===== src/rtl/display_pkg.sv =====
// Shared types and polarity helpers for the 4-digit 7-segment scan driver.
package display_pkg;
  typedef logic [6:0] seg_t;
  typedef logic [1:0] digit_idx_t;
  typedef enum logic {S_BLANK = 1'b0, S_ON = 1'b1} scan_state_t;

  localparam int   NUM_DIGITS = 4;
  localparam seg_t SEG_OFF    = 7'h00;

  function automatic seg_t seg_to_pin(input seg_t s, input logic active_low);
    return active_low ? ~s : s;
  endfunction

  function automatic logic [3:0] an_to_pin(input logic [3:0] onehot, input logic active_low);
    return active_low ? ~onehot : onehot;
  endfunction
endpackage


===== src/rtl/module_refresh_timer.sv =====
// Slot counter and digit index for the display scan; the blank/on phase of
// each slot is tracked as a registered state that always follows the counter.
module module_refresh_timer
  import display_pkg::*;
#(
  parameter int SLOT         = 20,
  parameter int BLANK_CYCLES = 4
) (
  input  logic       clk,
  input  logic       rst,
  output logic [1:0] digit_o,
  output logic       slot_start_o,
  output logic       frame_tick_o,
  output logic       in_blank_o
);
  localparam int CNT_W = $clog2(SLOT);
  localparam logic [CNT_W-1:0] CNT_LAST  = CNT_W'(SLOT - 1);
  localparam logic [CNT_W-1:0] BLANK_CNT = CNT_W'(BLANK_CYCLES);

  logic [CNT_W-1:0] cnt_q, cnt_d;
  digit_idx_t       digit_q, digit_d;
  scan_state_t      state_q, state_d;
  logic             slot_tick;

  always_comb begin
    slot_tick = (cnt_q == CNT_LAST);
    cnt_d     = slot_tick ? '0 : cnt_q + CNT_W'(1);
    digit_d   = slot_tick ? digit_q + 2'd1 : digit_q;
    state_d   = (cnt_d < BLANK_CNT) ? S_BLANK : S_ON;
  end

  always_ff @(posedge clk or posedge rst) begin
    if (rst) begin
      cnt_q   <= '0;
      digit_q <= '0;
      state_q <= S_BLANK;
    end else begin
      cnt_q   <= cnt_d;
      digit_q <= digit_d;
      state_q <= state_d;
    end
  end

  assign digit_o      = digit_q;
  assign slot_start_o = (cnt_q == '0);
  assign frame_tick_o = slot_tick && (digit_q == 2'd3);
  assign in_blank_o   = (state_q == S_BLANK);
endmodule


===== src/rtl/module_display_mux.sv =====
// Time-multiplexed 4-digit 7-segment driver: strobed patterns are held in a
// shadow bank and committed at frame boundaries so a frame never tears.
module module_display_mux
  import display_pkg::*;
#(
  parameter int CLK_HZ         = 27_000_000,
  parameter int REFRESH_HZ     = 250,
  parameter int BLANK_CYCLES   = 64,
  parameter bit SEG_ACTIVE_LOW = 1'b1,
  parameter bit AN_ACTIVE_LOW  = 1'b1
) (
  input  logic       clk,
  input  logic       rst,
  input  logic       listo,
  input  logic [6:0] seg_unidades,
  input  logic [6:0] seg_decenas,
  input  logic [6:0] seg_centenas,
  input  logic [6:0] seg_milesimas,
  input  logic [3:0] blank_mask,
  output logic [6:0] seg_out,
  output logic [3:0] anodo,
  output logic       frame_start
);
  localparam int         SLOT        = CLK_HZ / (4 * REFRESH_HZ);
  localparam seg_t       SEG_OFF_PIN = seg_to_pin(SEG_OFF, SEG_ACTIVE_LOW);
  localparam logic [3:0] AN_OFF_PIN  = an_to_pin(4'b0000, AN_ACTIVE_LOW);

  generate
    if (SLOT <= BLANK_CYCLES + 1) begin : g_bad_timing
      $error("module_display_mux: slot length %0d must exceed BLANK_CYCLES+1", SLOT);
    end
  endgenerate

  logic [1:0] digit;
  logic       slot_start, frame_tick, in_blank;

  module_refresh_timer #(
    .SLOT        (SLOT),
    .BLANK_CYCLES(BLANK_CYCLES)
  ) u_timer (
    .clk         (clk),
    .rst         (rst),
    .digit_o     (digit),
    .slot_start_o(slot_start),
    .frame_tick_o(frame_tick),
    .in_blank_o  (in_blank)
  );

  seg_t in_seg [NUM_DIGITS];
  assign in_seg[0] = seg_unidades;
  assign in_seg[1] = seg_decenas;
  assign in_seg[2] = seg_centenas;
  assign in_seg[3] = seg_milesimas;

  seg_t       shadow_q [NUM_DIGITS];
  seg_t       shadow_d [NUM_DIGITS];
  seg_t       active_q [NUM_DIGITS];
  seg_t       active_d [NUM_DIGITS];
  logic [3:0] shadow_mask_q, shadow_mask_d;
  logic [3:0] active_mask_q, active_mask_d;
  logic       pending_q, pending_d;
  logic       valid_q, valid_d;
  seg_t       seg_out_q, seg_out_d;
  logic [3:0] anodo_q, anodo_d;
  logic       frame_start_q, frame_start_d;

  // Capture and commit. A strobe landing on the boundary cycle goes straight
  // into the active bank so that frame already shows it.
  always_comb begin
    shadow_d      = shadow_q;
    shadow_mask_d = shadow_mask_q;
    active_d      = active_q;
    active_mask_d = active_mask_q;
    valid_d       = valid_q;
    pending_d     = pending_q | listo;
    if (listo) begin
      shadow_d      = in_seg;
      shadow_mask_d = blank_mask;
    end
    if (frame_tick) begin
      if (listo) begin
        active_d      = in_seg;
        active_mask_d = blank_mask;
        valid_d       = 1'b1;
      end else if (pending_q) begin
        active_d      = shadow_q;
        active_mask_d = shadow_mask_q;
        valid_d       = 1'b1;
      end
      pending_d = 1'b0;
    end
  end

  // Until the first commit after reset nothing has been loaded, so the whole
  // display stays dark with every anode off rather than lighting empty digits.
  always_comb begin
    frame_start_d = slot_start && (digit == 2'd0);
    anodo_d       = AN_OFF_PIN;
    seg_out_d     = SEG_OFF_PIN;
    if (!in_blank && valid_q) begin
      anodo_d   = an_to_pin(4'b0001 << digit, AN_ACTIVE_LOW);
      seg_out_d = active_mask_q[digit] ? SEG_OFF_PIN
                                       : seg_to_pin(active_q[digit], SEG_ACTIVE_LOW);
    end
  end

  always_ff @(posedge clk or posedge rst) begin
    if (rst) begin
      shadow_q      <= '{default: SEG_OFF};
      active_q      <= '{default: SEG_OFF};
      shadow_mask_q <= 4'hF;
      active_mask_q <= 4'hF;
      pending_q     <= 1'b0;
      valid_q       <= 1'b0;
      seg_out_q     <= SEG_OFF_PIN;
      anodo_q       <= AN_OFF_PIN;
      frame_start_q <= 1'b0;
    end else begin
      shadow_q      <= shadow_d;
      active_q      <= active_d;
      shadow_mask_q <= shadow_mask_d;
      active_mask_q <= active_mask_d;
      pending_q     <= pending_d;
      valid_q       <= valid_d;
      seg_out_q     <= seg_out_d;
      anodo_q       <= anodo_d;
      frame_start_q <= frame_start_d;
    end
  end

  assign seg_out     = seg_out_q;
  assign anodo       = anodo_q;
  assign frame_start = frame_start_q;
endmodule


===== config.mk =====
export PLATFORM = sky130hd
export DESIGN_NAME = module_display_mux
export DESIGN_NICKNAME = d
export VERILOG_FILES = /design/src/rtl/display_pkg.sv /design/src/rtl/module_refresh_timer.sv /design/src/rtl/module_display_mux.sv
export SDC_FILE = /design/constraint.sdc
export NUM_CORES = 1
export LEC_CHECK = 0
export ABC_AREA = 1
export BUFFER_PORTS_ARGS = -buffer_cell sky130_fd_sc_hd__buf_2
export CORE_UTILIZATION = 55
export CTS_CLUSTER_SIZE = 8
export DETAILED_ROUTE_END_ITERATION = 10
export PLACE_DENSITY = 0.75
export REMOVE_ABC_BUFFERS = 1
export SETUP_SLACK_MARGIN = 0.1
export SYNTH_ARGS = -nofsm -noshare
export SYNTH_HDL_FRONTEND = slang
export SYNTH_SLANG_ARGS = --single-unit

===== constraint.sdc =====
create_clock -name clk -period 8.6 [get_ports clk]
set_input_delay 1.72 -clock clk [delete_from_list [all_inputs] [get_ports clk]]
set_output_delay 1.72 -clock clk [all_outputs]
set_load 0.02 [all_outputs]

### After elaboration in Yosys (flattened, before gate mapping)

Index checks and enable logic that the tools add are counted.

| word-level totals | value |
|---|---|
| register bits | 96 |
| input port bits | 35 |
| output and inout port bits | 12 |
| logic and storage cells | 54 |

| operators by class | value |
|---|---|
| $add $sub $neg | 2 |
| magnitude comparators | 3 |
| eq/ne operators | 2 |
| shifts and indexed selects | 1 |
| multiplexer cells | 17 |
| bitwise operators | 4 |
| reduce and logical (&&, ||, !) cells | 7 |

Operators by type and width:

| cell | number |
|---|---|
| two-way mux 28 bit | 2 |
| two-way mux 7 bit | 4 |
| adder 15 x 1 -> 15 bit (second input constant) | 1 |
| equality test 15 bit (second input constant) | 1 |
| zero test 15 bit | 1 |
| less-than comparator 15 x 7 -> 1 bit (second input constant) | 1 |
| two-way mux 15 bit | 1 |
| binary-select mux 7 bit (select 2 bit) | 1 |
| two-way mux 4 bit | 3 |
| NOT 7 bit | 1 |
| two-way mux 1 bit | 5 |
| NOT 4 bit | 1 |
| << shifter 1 x 2 -> 4 bit (first input constant) | 1 |
| greater-or-equal comparator 3 bit (second input constant) | 1 |
| logical AND 1 bit | 3 |
| less-than comparator 2 x 3 -> 1 bit (second input constant) | 1 |
| NOT 2 -> 3 bit | 1 |
| adder 2 x 1 -> 2 bit (second input constant) | 1 |
| binary-select mux 1 bit (select 2 bit) | 1 |
| equality test 2 bit (second input constant) | 1 |
| zero test 2 bit | 1 |
| AND reduction 2 bit | 1 |
| nonzero test 2 bit | 1 |
| bitwise OR 1 bit | 1 |

### Logic depth before layout (Yosys ltp)

| logic depth | value |
|---|---|
| word-level depth | 7 |
| mapped depth | 10 |
| gate-level depth less buffers | 10 |

### Modules after synthesis

A second synthesis with hierarchy kept.

| unflattened totals | value |
|---|---|
| cells, all modules | 532 |
| area total of the unflattened synthesis | 4,528.1 um2 |

By module, submodules not included:

| module | times used | cells an instance | area an instance (um2) | sequential area each (um2) |
|---|---|---|---|---|
| module_display_mux | 1 | 372 | 3,345.7 | 1,975.6 |
| module_refresh_timer | 1 | 160 | 1,182.4 | 450.4 |

### Least setup slack after synthesis

OpenSTA, ideal clock, no wires.

| path | value |
|---|---|
| path kind | in2reg |
| from | input listo |
| to | register active_q[10] (netlist bit) |
| setup time | 0.130 ns |
| data arrival time | 2.603 ns |
| required time | 8.470 ns |
| slack | 5.867 ns |
| stages | 5 |
| path buffers | 2 |
| cell sequence | clkbuf_1 > or2_2 > nand3_2 > clkbuf_1 > o21ai_1 |

| between the ends | value |
|---|---|
| longest elaborated chain between the ends | 2 |
| elaborated cells between the ends (all ways) | 3 |
| those cells by class | 1 x mux; 2 x reduce/logical |

Ends and longest elaborated chain:

| element | line | source |
|---|---|---|
| start, declared | module_display_mux.sv:14 | `input logic listo,` |
| nonzero test 2 bit (no source line) | - |  |
| AND reduction 2 bit (no source line) | - |  |
| end signal, assigned | module_display_mux.sv:120 | `active_q <= active_d;` |
| end, declared | module_display_mux.sv:57 | `seg_t active_q [NUM_DIGITS];` |

Several ways; a longest one is shown, not always the timed one.
A chain may end at the register's enable or synchronous reset.

### Final worst setup path

| path | value |
|---|---|
| from | input listo |
| to | register active_q[14] (netlist bit) |

The elaborated chain is that of the path after synthesis.

==> metrics <==
routed length per instance 13.3 um; Chip Width 91.5 um; Routed WL 8.80 mm; Crit path arrival time 3.62 ns; unrepaired setup endpoints after global routing no; Power Total 0.805 mW; Critical Path RT 8.88 ns; H-tree depth 3; Worst-Margin Slew 1.00 ns; vias per cell 5.08; antenna diode count 0; Post-CTS Setup Bufs 0; total gr overflow 0; crit path max fanout 49; Maximum Capacitance Violations 0; Clock Path Buffers 2; nature of the critical path endpoint flip-flop; CTS tree built; largest net degree at the start of global routing 57; critical path class in2reg; syn avg cell area 8.64 um2; min Tclk post-route 3.34 ns; Post-Syn Area 4410 um2; # IOs 47; Yosys warning count 0; GRT Total Usage 23.7%; top cell type by total area after synthesis dfrtp_1; area of the core 7730 um2; Yosys reg bits 96; EDFF count, synth 0; synth cell count leaders nand2_1, dfrtp_1, inv_1; setup TNS 0 ns; Critical Path Source Type input pin; placer congestion estimate 0.913; register area share after synthesis 55.1%; Root Driver clkbuf_8; First-pass DRT Iterations 4; Power Dens Cells 165 nW/um2; Gate power share 5.6%; Sequential Power Share 58.3%; global-route wire length before repair 15.4 mm; Post-Syn Instances 510; clock slew at reported path FFs 0.09 ns; Max Fclk 299 MHz; Clock Power Share 36.1%; P_int 0.614 mW; die height 91.5 um; NumNets Final 594; Lkg Pwr 2.53 nW; NetSw 0.191 mW; IO buf count 46; slowest CP cell buf_4; Final setup viols 0; CP Cell Sequence buf_2, or2_2, nand3_2, buf_4, nand2_1, o21ai_1; final hold viol count 0; Rows 32; CTS Hold Bufs 0; CTS sink count 96; later-pin clock latency in the skew report 0.36 ns; starting density of the core 57.0%; Iteration-0 DRC Markers 139; initial antenna violation count 0; Slew Limit Fails 0; fin area 4870 um2; Area contributors post-synth dfrtp_1, nand2_1, dfstp_2, inv_1, o21ai_2; outcome completed; ys flop type dfrtp_1; detailed placer's ending HPWL 5.90 mm; switching share of power 23.7%; top cell type's share of synthesized area 43.7%; critical path's largest stage delay 0.62 ns; HP Class reg2reg; share of cells above drive strength 1 24.0%; count leader, synth nand2_1; DRC 0; TritonCTS buffer count 9; Area Overhead vs Synth 10.4%; die area 8370 um2; via count of the routed design 3352; Post-CTS Resized 0; worst relative slew slack 33.1%; peak supply drop 0.0906 mV; asr flop ratio synth 100%; Clock Skews 0.0134 ns; number of global-route vias before repair 3496; DP Area 4680 um2; Final period util 38.8%; Post-DRT Antenna Nets 0; synth unique cells 27
-- critical path: cells and delay by family --
family | cells | cell delay (ns)
AO/OA/AOI/OAI | 1 | 0.11
buffers and inverters | 2 | 0.92
AND/OR/NAND/NOR | 3 | 0.84
-- flip-flops by register name, summed over array words and instances (netlist names) --
signal,flops
active_mask_q,4
active_q,28
anodo,4
frame_start,1
pending_q,1
seg_out,7
shadow_mask_q,4
shadow_q,28
u_timer.cnt_q,15
u_timer.digit_o,2
u_timer.state_q,1
valid_q,1
-- power groups by stage --
stage	clock network, mW	registers (mW)	logic [mW]
after global routing	0.309	0.471	0.0539
after floorplan	0	0.477	0.0286
after detailed placement	0	0.478	0.0466
after global placement	0	0.477	0.0452
final	0.290	0.469	0.0453
after CTS	0.294	0.469	0.0469
-- cells by family after synthesis --
logic type      share of synthesized area [%]
xor+xnor                                0.795
fa+ha+maj                                1.70
compound gates                           9.00
simple gates                             25.4
buf+inv                                  8.01
flops                                    55.1
-- metal layers --
metal  part of all wire, %  track usage (%)  vias up  routed length [um]
met3                   3.3             3.35       19                 288
met4                   2.3             11.8        0                 205
met1                    44             28.7     1590                3900
met5                     0                0        -                   0
li1                      -                -     1658                   -
met2                    50             41.2       85                4410
-- placed cells by master, fill, tap and decap left out, drive strengths merged --
cell type,n
dfrtp,77
ha,6
buf,48
inv,64
dfstp,19
o22ai,8
nand3,21
o21ai,50
nand2,180
clkbuf,11
nand4,7
bufinv,1
clkinv,4
nor3,4
a21oi,2
nor4,1
nor2,48
or2,1
xor2,4
clkinvlp,2
-- stage by stage --
stage | utilization (%) | worst slack (ns) | cells | hold WS (ns)
CTS | 63.0 | 5.27 | 660 | 0.475
finish | 63.0 | 5.26 | 660 | 0.476
detailed placement | 60.5 | 4.91 | 644 | 0.451
global route | 63.0 | 5.09 | 660 | 0.490
floorplan | - | 4.41 | 494 | 0.434
global placement | 60.5 | 5.00 | 644 | 0.452
-- final cells by class --
cell class              count  area [um2]
inverters                  66         249
clock inverters             5        58.8
multi-input cells         332        1630
fillers                   677        2860
flip-flops and latches     96        2430
repair buffers             48         245
well taps                 102         128
clock buffers              11         131
-- path summary, 6_finish.rpt --
check | from | to | slack, ns | cells after the start
hold / removal | shadow_q[11] | shadow_q[11] | 0.48 | 2
setup reg to reg | u_timer.cnt_q[0] | active_q[14] | 6.11 | 9
max in group asynchronous | rst | active_q[22] | 6.01 | 3
hold reg to reg | shadow_q[11] | shadow_q[11] | 0.48 | 2
setup / recovery | listo | active_q[14] | 5.26 | 6
min in group asynchronous | rst | u_timer.cnt_q[3] | 1.44 | 2
Power figures use the tool's default switching activity.
